--- src/rtl/scan_ctrl_if.sv ---
// Host/chain-side bundle for scan_ctrl: request handshake, readback and chain control pins.
interface scan_ctrl_if #(
  parameter int CHAIN_LEN = 16
);
  logic                 START;
  logic                 DO_CAPTURE;
  logic                 DO_UPDATE;
  logic [CHAIN_LEN-1:0] WDATA;
  logic [CHAIN_LEN-1:0] RDATA;
  logic                 BUSY;
  logic                 DONE;
  logic                 SCAN_CLK1;
  logic                 SCAN_CLK2;
  logic                 SCAN_IN_O;
  logic                 SCAN_OUT_I;
  logic                 SCAN_CAPTURE;
  logic                 SCAN_UPDATE;

  modport master (
    output START, DO_CAPTURE, DO_UPDATE, WDATA, SCAN_OUT_I,
    input  RDATA, BUSY, DONE, SCAN_CLK1, SCAN_CLK2, SCAN_IN_O, SCAN_CAPTURE, SCAN_UPDATE
  );

  modport slave (
    input  START, DO_CAPTURE, DO_UPDATE, WDATA, SCAN_OUT_I,
    output RDATA, BUSY, DONE, SCAN_CLK1, SCAN_CLK2, SCAN_IN_O, SCAN_CAPTURE, SCAN_UPDATE
  );
endinterface

--- src/rtl/scan_ctrl.sv ---
// Two-phase scan chain sequencer: optional capture, serial shift with readback, optional update.
// Build option SCAN_CTRL_STRETCH_EN: every phase lasts two CLK cycles (half-speed scan clock).
module scan_ctrl #(
  parameter int CHAIN_LEN = 16,
  parameter int CNT_W     = $clog2(CHAIN_LEN)
) (
  input logic        CLK,
  input logic        RESET,
  scan_ctrl_if.slave bus
);

`ifdef SCAN_CTRL_STRETCH_EN
  localparam logic SUB_LAST = 1'b1;
`else
  localparam logic SUB_LAST = 1'b0;
`endif

  typedef enum logic [2:0] {
    ST_IDLE  = 3'd0,
    ST_CAPT  = 3'd1,
    ST_SHIFT = 3'd2,
    ST_UPDT  = 3'd3,
    ST_FIN   = 3'd4
  } state_t;

  state_t               state_r, state_nxt_s;
  logic [1:0]           phase_r, phase_nxt_s;
  logic                 sub_r, sub_nxt_s;
  logic [CNT_W-1:0]     bit_r, bit_nxt_s;
  logic [CHAIN_LEN-1:0] sreg_r, rdata_r;
  logic                 do_upd_r;
  logic                 busy_r, done_r, clk1_r, clk2_r, sin_r, capt_r, upd_r;
  logic                 busy_s, done_s, clk1_s, clk2_s, sin_s, capt_s, upd_s;
  logic                 start_ok_s, phase_end_s, last_bit_s, sample_s, advance_s;

  // done_r blocks a START that arrives while DONE is still showing
  assign start_ok_s  = (state_r == ST_IDLE) && bus.START && !done_r;
  assign phase_end_s = (sub_r == SUB_LAST);
  assign last_bit_s  = (bit_r == CNT_W'(CHAIN_LEN - 1));
  assign sample_s    = (state_r == ST_SHIFT) && (phase_r == 2'd2) && (sub_r == 1'b0);
  assign advance_s   = (state_r == ST_SHIFT) && (phase_r == 2'd3) && phase_end_s;

  // State register plus output registers (outputs trail the state by one cycle)
  always_ff @(posedge CLK) begin
    if (!RESET) begin
      state_r <= ST_IDLE;
      phase_r <= 2'd0;
      sub_r   <= 1'b0;
      bit_r   <= '0;
      busy_r  <= 1'b0;
      done_r  <= 1'b0;
      clk1_r  <= 1'b0;
      clk2_r  <= 1'b0;
      sin_r   <= 1'b0;
      capt_r  <= 1'b0;
      upd_r   <= 1'b0;
    end else begin
      state_r <= state_nxt_s;
      phase_r <= phase_nxt_s;
      sub_r   <= sub_nxt_s;
      bit_r   <= bit_nxt_s;
      busy_r  <= busy_s;
      done_r  <= done_s;
      clk1_r  <= clk1_s;
      clk2_r  <= clk2_s;
      sin_r   <= sin_s;
      capt_r  <= capt_s;
      upd_r   <= upd_s;
    end
  end

  // Next-state sequencing through phases, bits and states
  always_comb begin
    state_nxt_s = state_r;
    phase_nxt_s = phase_r;
    sub_nxt_s   = sub_r;
    bit_nxt_s   = bit_r;
    case (state_r)
      ST_IDLE: begin
        if (start_ok_s) begin
          state_nxt_s = bus.DO_CAPTURE ? ST_CAPT : ST_SHIFT;
          phase_nxt_s = 2'd0;
          sub_nxt_s   = 1'b0;
          bit_nxt_s   = '0;
        end else begin
          state_nxt_s = ST_IDLE;
        end
      end
      ST_CAPT, ST_SHIFT, ST_UPDT: begin
        if (!phase_end_s) begin
          sub_nxt_s = sub_r + 1'b1;
        end else begin
          sub_nxt_s   = 1'b0;
          phase_nxt_s = phase_r + 2'd1;
          if ((state_r == ST_CAPT) && (phase_r == 2'd3)) begin
            state_nxt_s = ST_SHIFT;
          end else if ((state_r == ST_SHIFT) && (phase_r == 2'd3)) begin
            if (last_bit_s) begin
              state_nxt_s = do_upd_r ? ST_UPDT : ST_FIN;
            end else begin
              bit_nxt_s = bit_r + CNT_W'(1);
            end
          end else if ((state_r == ST_UPDT) && (phase_r == 2'd1)) begin
            state_nxt_s = ST_FIN;
          end else begin
            state_nxt_s = state_r;
          end
        end
      end
      ST_FIN:  state_nxt_s = ST_IDLE;
      default: state_nxt_s = ST_IDLE;
    endcase
  end

  // Phase decode of scan clocks and strobes
  always_comb begin
    busy_s = (state_r != ST_IDLE);
    done_s = (state_r == ST_FIN);
    clk1_s = 1'b0;
    clk2_s = 1'b0;
    sin_s  = 1'b0;
    capt_s = 1'b0;
    upd_s  = 1'b0;
    case (state_r)
      ST_CAPT: begin
        capt_s = (phase_r != 2'd3);
        clk2_s = (phase_r == 2'd1);
      end
      ST_SHIFT: begin
        clk1_s = (phase_r == 2'd0);
        clk2_s = (phase_r == 2'd2);
        sin_s  = sreg_r[0];
      end
      ST_UPDT: upd_s = (phase_r == 2'd1);
      default: begin
        clk1_s = 1'b0;
      end
    endcase
  end

  // Shift-in word, update flag and readback; SCAN_OUT_I is taken while the chain sees P1
  always_ff @(posedge CLK) begin
    if (!RESET) begin
      sreg_r   <= '0;
      rdata_r  <= '0;
      do_upd_r <= 1'b0;
    end else begin
      if (start_ok_s) begin
        sreg_r   <= bus.WDATA;
        do_upd_r <= bus.DO_UPDATE;
      end else if (advance_s) begin
        sreg_r <= {1'b0, sreg_r[CHAIN_LEN-1:1]};
      end
      if (sample_s) begin
        rdata_r[bit_r] <= bus.SCAN_OUT_I;
      end
    end
  end

  assign bus.RDATA        = rdata_r;
  assign bus.BUSY         = busy_r;
  assign bus.DONE         = done_r;
  assign bus.SCAN_CLK1    = clk1_r;
  assign bus.SCAN_CLK2    = clk2_r;
  assign bus.SCAN_IN_O    = sin_r;
  assign bus.SCAN_CAPTURE = capt_r;
  assign bus.SCAN_UPDATE  = upd_r;

endmodule
--- src/flat_wrapper.sv ---
// flat-port wrapper written by rule: the top's interface ports become plain ports
module scan_ctrl_flat 
#(
  parameter int CHAIN_LEN = 16,
  parameter int CNT_W     = $clog2(CHAIN_LEN)
)
  (CLK, RESET, bus_START, bus_DO_CAPTURE, bus_DO_UPDATE, bus_WDATA, bus_SCAN_OUT_I, bus_RDATA, bus_BUSY, bus_DONE, bus_SCAN_CLK1, bus_SCAN_CLK2, bus_SCAN_IN_O, bus_SCAN_CAPTURE, bus_SCAN_UPDATE);
  scan_ctrl_if #(.CHAIN_LEN(CHAIN_LEN)) bus_i ();
  input logic CLK;
  input logic RESET;
  input wire logic [$bits(bus_i.START)-1:0] bus_START;
  input wire logic [$bits(bus_i.DO_CAPTURE)-1:0] bus_DO_CAPTURE;
  input wire logic [$bits(bus_i.DO_UPDATE)-1:0] bus_DO_UPDATE;
  input wire logic [$bits(bus_i.WDATA)-1:0] bus_WDATA;
  input wire logic [$bits(bus_i.SCAN_OUT_I)-1:0] bus_SCAN_OUT_I;
  output wire logic [$bits(bus_i.RDATA)-1:0] bus_RDATA;
  output wire logic [$bits(bus_i.BUSY)-1:0] bus_BUSY;
  output wire logic [$bits(bus_i.DONE)-1:0] bus_DONE;
  output wire logic [$bits(bus_i.SCAN_CLK1)-1:0] bus_SCAN_CLK1;
  output wire logic [$bits(bus_i.SCAN_CLK2)-1:0] bus_SCAN_CLK2;
  output wire logic [$bits(bus_i.SCAN_IN_O)-1:0] bus_SCAN_IN_O;
  output wire logic [$bits(bus_i.SCAN_CAPTURE)-1:0] bus_SCAN_CAPTURE;
  output wire logic [$bits(bus_i.SCAN_UPDATE)-1:0] bus_SCAN_UPDATE;
  assign bus_i.START = bus_START;
  assign bus_i.DO_CAPTURE = bus_DO_CAPTURE;
  assign bus_i.DO_UPDATE = bus_DO_UPDATE;
  assign bus_i.WDATA = bus_WDATA;
  assign bus_i.SCAN_OUT_I = bus_SCAN_OUT_I;
  assign bus_RDATA = bus_i.RDATA;
  assign bus_BUSY = bus_i.BUSY;
  assign bus_DONE = bus_i.DONE;
  assign bus_SCAN_CLK1 = bus_i.SCAN_CLK1;
  assign bus_SCAN_CLK2 = bus_i.SCAN_CLK2;
  assign bus_SCAN_IN_O = bus_i.SCAN_IN_O;
  assign bus_SCAN_CAPTURE = bus_i.SCAN_CAPTURE;
  assign bus_SCAN_UPDATE = bus_i.SCAN_UPDATE;
  scan_ctrl #(.CHAIN_LEN(CHAIN_LEN), .CNT_W(CNT_W)) u_core (.CLK(CLK), .RESET(RESET), .bus(bus_i));
endmodule
--- config.mk ---
export PLATFORM = sky130hd
export DESIGN_NAME = scan_ctrl_flat
export DESIGN_NICKNAME = d
export VERILOG_FILES = /design/src/rtl/scan_ctrl_if.sv /design/src/rtl/scan_ctrl.sv /design/src/flat_wrapper.sv
export SDC_FILE = /design/constraint.sdc
export NUM_CORES = 1
export LEC_CHECK = 0
export CORE_ASPECT_RATIO = 1.2
export CORE_UTILIZATION = 54
export CTS_CLUSTER_DIAMETER = 30
export CTS_CLUSTER_SIZE = 30
export DETAILED_ROUTE_END_ITERATION = 10
export PLACE_DENSITY = 0.83
export SLEW_MARGIN = 25
export SYNTH_ARGS = -nofsm -noshare
export SYNTH_HDL_FRONTEND = slang
export SYNTH_SLANG_ARGS = --single-unit
--- constraint.sdc ---
create_clock -name CLK -period 3.64 [get_ports CLK]
set_clock_uncertainty 0.05 [all_clocks]
set_input_delay 0.728 -clock CLK [delete_from_list [all_inputs] [get_ports CLK]]
set_output_delay 0.728 -clock CLK [all_outputs]
set_load 0.03 [all_outputs]
==> metrics.md <==
| Metric | Value |
|---|---|
| Vias in the first global route | `1,759` |
| # nets final | `312` |
| Max Freq | `0.452 GHz` |
| Total track usage | `0.224` |
| Fraction of registers with async set/reset | `0` |
| Met3 Usage GRT | `0.0588` |
| Unrepaired setup endpoints after global routing | `false` |
| I/O pin total | `45` |
| Diode count | `0` |
| Root Driver | `clkbuf_8` |
| Worst-Skew Late Latency | `0.30 ns` |
| Max FO, Critical Path | `18` |
| DRC viols | `0` |
| Placed Cells incl. Taps | `329` |
| Worst setup EP type | `flip-flop` |
| Period utilization | `0.607` |
| GR Overflow Total | `0` |
| Routed WL per cell | `13.5 um` |
| First-pass GRT wire length | `7.35 mm` |
| Hold buffers post-CTS | `0` |
| Post-synthesis average cell area | `8.83 um^2` |
| CP Class | `primary input to flip-flop` |
| Detail Route Antenna Nets | `0` |
| Slew HR | `0.496` |
| Initial antenna violation count | `0` |
| Initial Utilization | `0.562` |
| CTS resizes | `0` |
| Final Max Tran Viols | `0` |
| Worst-Margin Slew | `0.755 ns` |
| DIE HEIGHT | `71.9 um` |
| Leakage | `1.04 nW` |
| Final GP Congestion | `0.794` |
| Syn. warnings | `0` |
| Worst EP required | `3.81 ns` |
| WP data arrival | `2.38 ns` |
| Fin cells | `336` |
| Ys flop type | `dfxtp_1` |
| Max H-tree Level | `2` |
| Pwr dens | `498 nW/um^2` |
| Core area | `3910 um^2` |
| Gr busiest metal | `met2` |
| Post-CTS setup buffer count | `0` |
| CTS Sinks | `49` |
| Status | `completed` |
| EDFF count, synth | `0` |
| DIE WIDTH | `60.2 um` |
| Via count normalized by instance count | `5.60` |
| I/O Buffers | `44` |
| Post-Syn Instances | `249` |
| Initial DRC count | `115` |
| Area of the mapped netlist | `2200 um^2` |
| Met1 GRT Util | `0.251` |
| Critical Path Start Type | `primary input` |
| Hold Crit Class | `flip-flop to flip-flop` |
| Clock buffer count from CTS | `5` |
| Clock-pin transition on the worst setup and hold timing paths | `0.09 ns` |
| Met2 Use GR | `0.386` |
| Dpl hpwl | `3.01 mm` |
| Post-synthesis net count | `279` |
| Worst R2R Setup Slack | `1.50 ns` |
| Die area | `4330 um^2` |
| TritonCTS clock tree | `done` |
| Power consumption | `0.00134 W` |
| Row count | `25` |
| Post-synthesis sequential area ratio | `0.446` |
| Setup TNS | `0 ns` |
| Finish-stage setup viols | `0` |
| WL final | `4.53 mm` |
| Post-synth cell types | `38` |
| Clock buffer depth | `2` |
| Storage element area | `981 um^2` |
| Worst hold margin | `0.402 ns` |
| Max-cap violations | `0` |
| Final count of hold timing violations | `0` |
| Number of synthesized register bits | `49` |
| Proportion of layout cells with a drive suffix above 1 | `0.0426` |
| Core Util, Final | `0.688` |
| Via count | `1,881` |
| DR pass1 iterations | `4` |
| Max IR drop VDD | `0.274 mV` |
| Multi-input gate area | `1080 um^2` |
| Largest net degree at the start of global routing | `46` |
| # fillers | `326` |
| Final min period | `2.21 ns` |
| Area delta synth->final | `22.4%` |
-- per-layer routing --
| metal | wire (um) | up-vias |
|---|---|---|
| met3 | 162 | 5 |
| met2 | 2310 | 40 |
| met5 | 0 | - |
| met1 | 1990 | 894 |
| li1 | - | 942 |
| met4 | 70 | 0 |
-- power by group --
group          switching [W]  internal, W  total [W]
clock network       0.000173     0.000133   0.000306
logic               0.000218     0.000145   0.000364
registers          0.0000660     0.000605   0.000671
total               0.000457     0.000884    0.00134
-- logic make-up after synthesis --
kind of cell,count (synthesis),synth area share
buffers and inverters,28,0.0660
adders and majority gates,8,0.0455
and+or+nand+nor,96,0.216
DFF,49,0.446
muxes,17,0.0774
AOI/OAI and AO/OA,51,0.149
-- placed cells by master (no fill, tap or decap), types with 3 or more instances in the layout --
master,count
nor2b_1,3
a21oi_1,22
clkdlybuf4s50_1,44
mux2i_1,17
nand2_1,22
a31oi_1,4
and3_1,3
nand4_1,6
a22oi_1,15
dfxtp_1,49
ha_1,8
clkbuf_8,5
nand3_1,17
nor3_1,4
inv_1,8
nor2_1,27
nand2b_1,3
-- critical path, stage by stage --
cell             delay, ns
clkdlybuf4s50_1       0.45
nor2b_1               0.23
and2_1                0.55
a22oi_1               0.18
a211oi_1              0.24
-- per-stage QoR --
step,worst slack (ns),instance area [um^2]
4_1_cts,1.45,2690
3_5_place_dp,1.13,2610
5_1_grt,1.24,2690
6_report,1.43,2690
3_3_place_gp,1.17,2610
2_1_floorplan,1.93,2200
-- final timing paths --
| path | startpoint | endpoint | cells after the start |
|---|---|---|---|
| hold reg to reg | u_core.sreg_r[0] | u_core.bus.SCAN_IN_O | 2 |
| setup reg to reg | u_core.phase_r[0] | u_core.bit_r[2] | 5 |
| hold / removal | u_core.sreg_r[0] | u_core.bus.SCAN_IN_O | 2 |
| setup / recovery | bus_START | u_core.state_r[0] | 5 |
-- layout make-up --
| class | instances | share of cell area |
|---|---|---|
| clock buffers | 6 | 0.0270 |
| clock inverters | 1 | 0.00326 |
| inverters | 9 | 0.0126 |
| multi-input cells | 172 | 0.401 |
| flip-flops and latches | 49 | 0.365 |
| well taps | 54 | 0.0251 |
| repair buffers | 45 | 0.167 |
-- synthesized netlist by cell type (2+ instances only) --
library cell,instances,share of area
buf_2,4,0.0091
nand2_1,22,0.038
a22oi_1,15,0.051
nand3b_1,2,0.0068
nor3_1,4,0.0091
buf_6,4,0.020
mux2i_1,17,0.077
ha_1,8,0.046
inv_1,8,0.014
and3_1,3,0.0085
nor2b_1,3,0.0085
o21a_1,2,0.0068
nand4_1,6,0.017
dfxtp_1,49,0.45
nor2_1,27,0.046
nand3_1,17,0.039
nand2b_1,3,0.0085
nor4_1,2,0.0057
a21oi_1,22,0.050
a31oi_1,4,0.011
clkbuf_1,9,0.015
a211oi_1,2,0.0068
-- state kept, by name, summed over array words and instances (netlist names), 2 cells and up --
register          flops
u_core.bit_r          4
u_core.phase_r        2
u_core.state_r        3
u_core.sreg_r        16
u_core.bus.RDATA     16
Note: power is estimated with default switching activity, not from simulation.
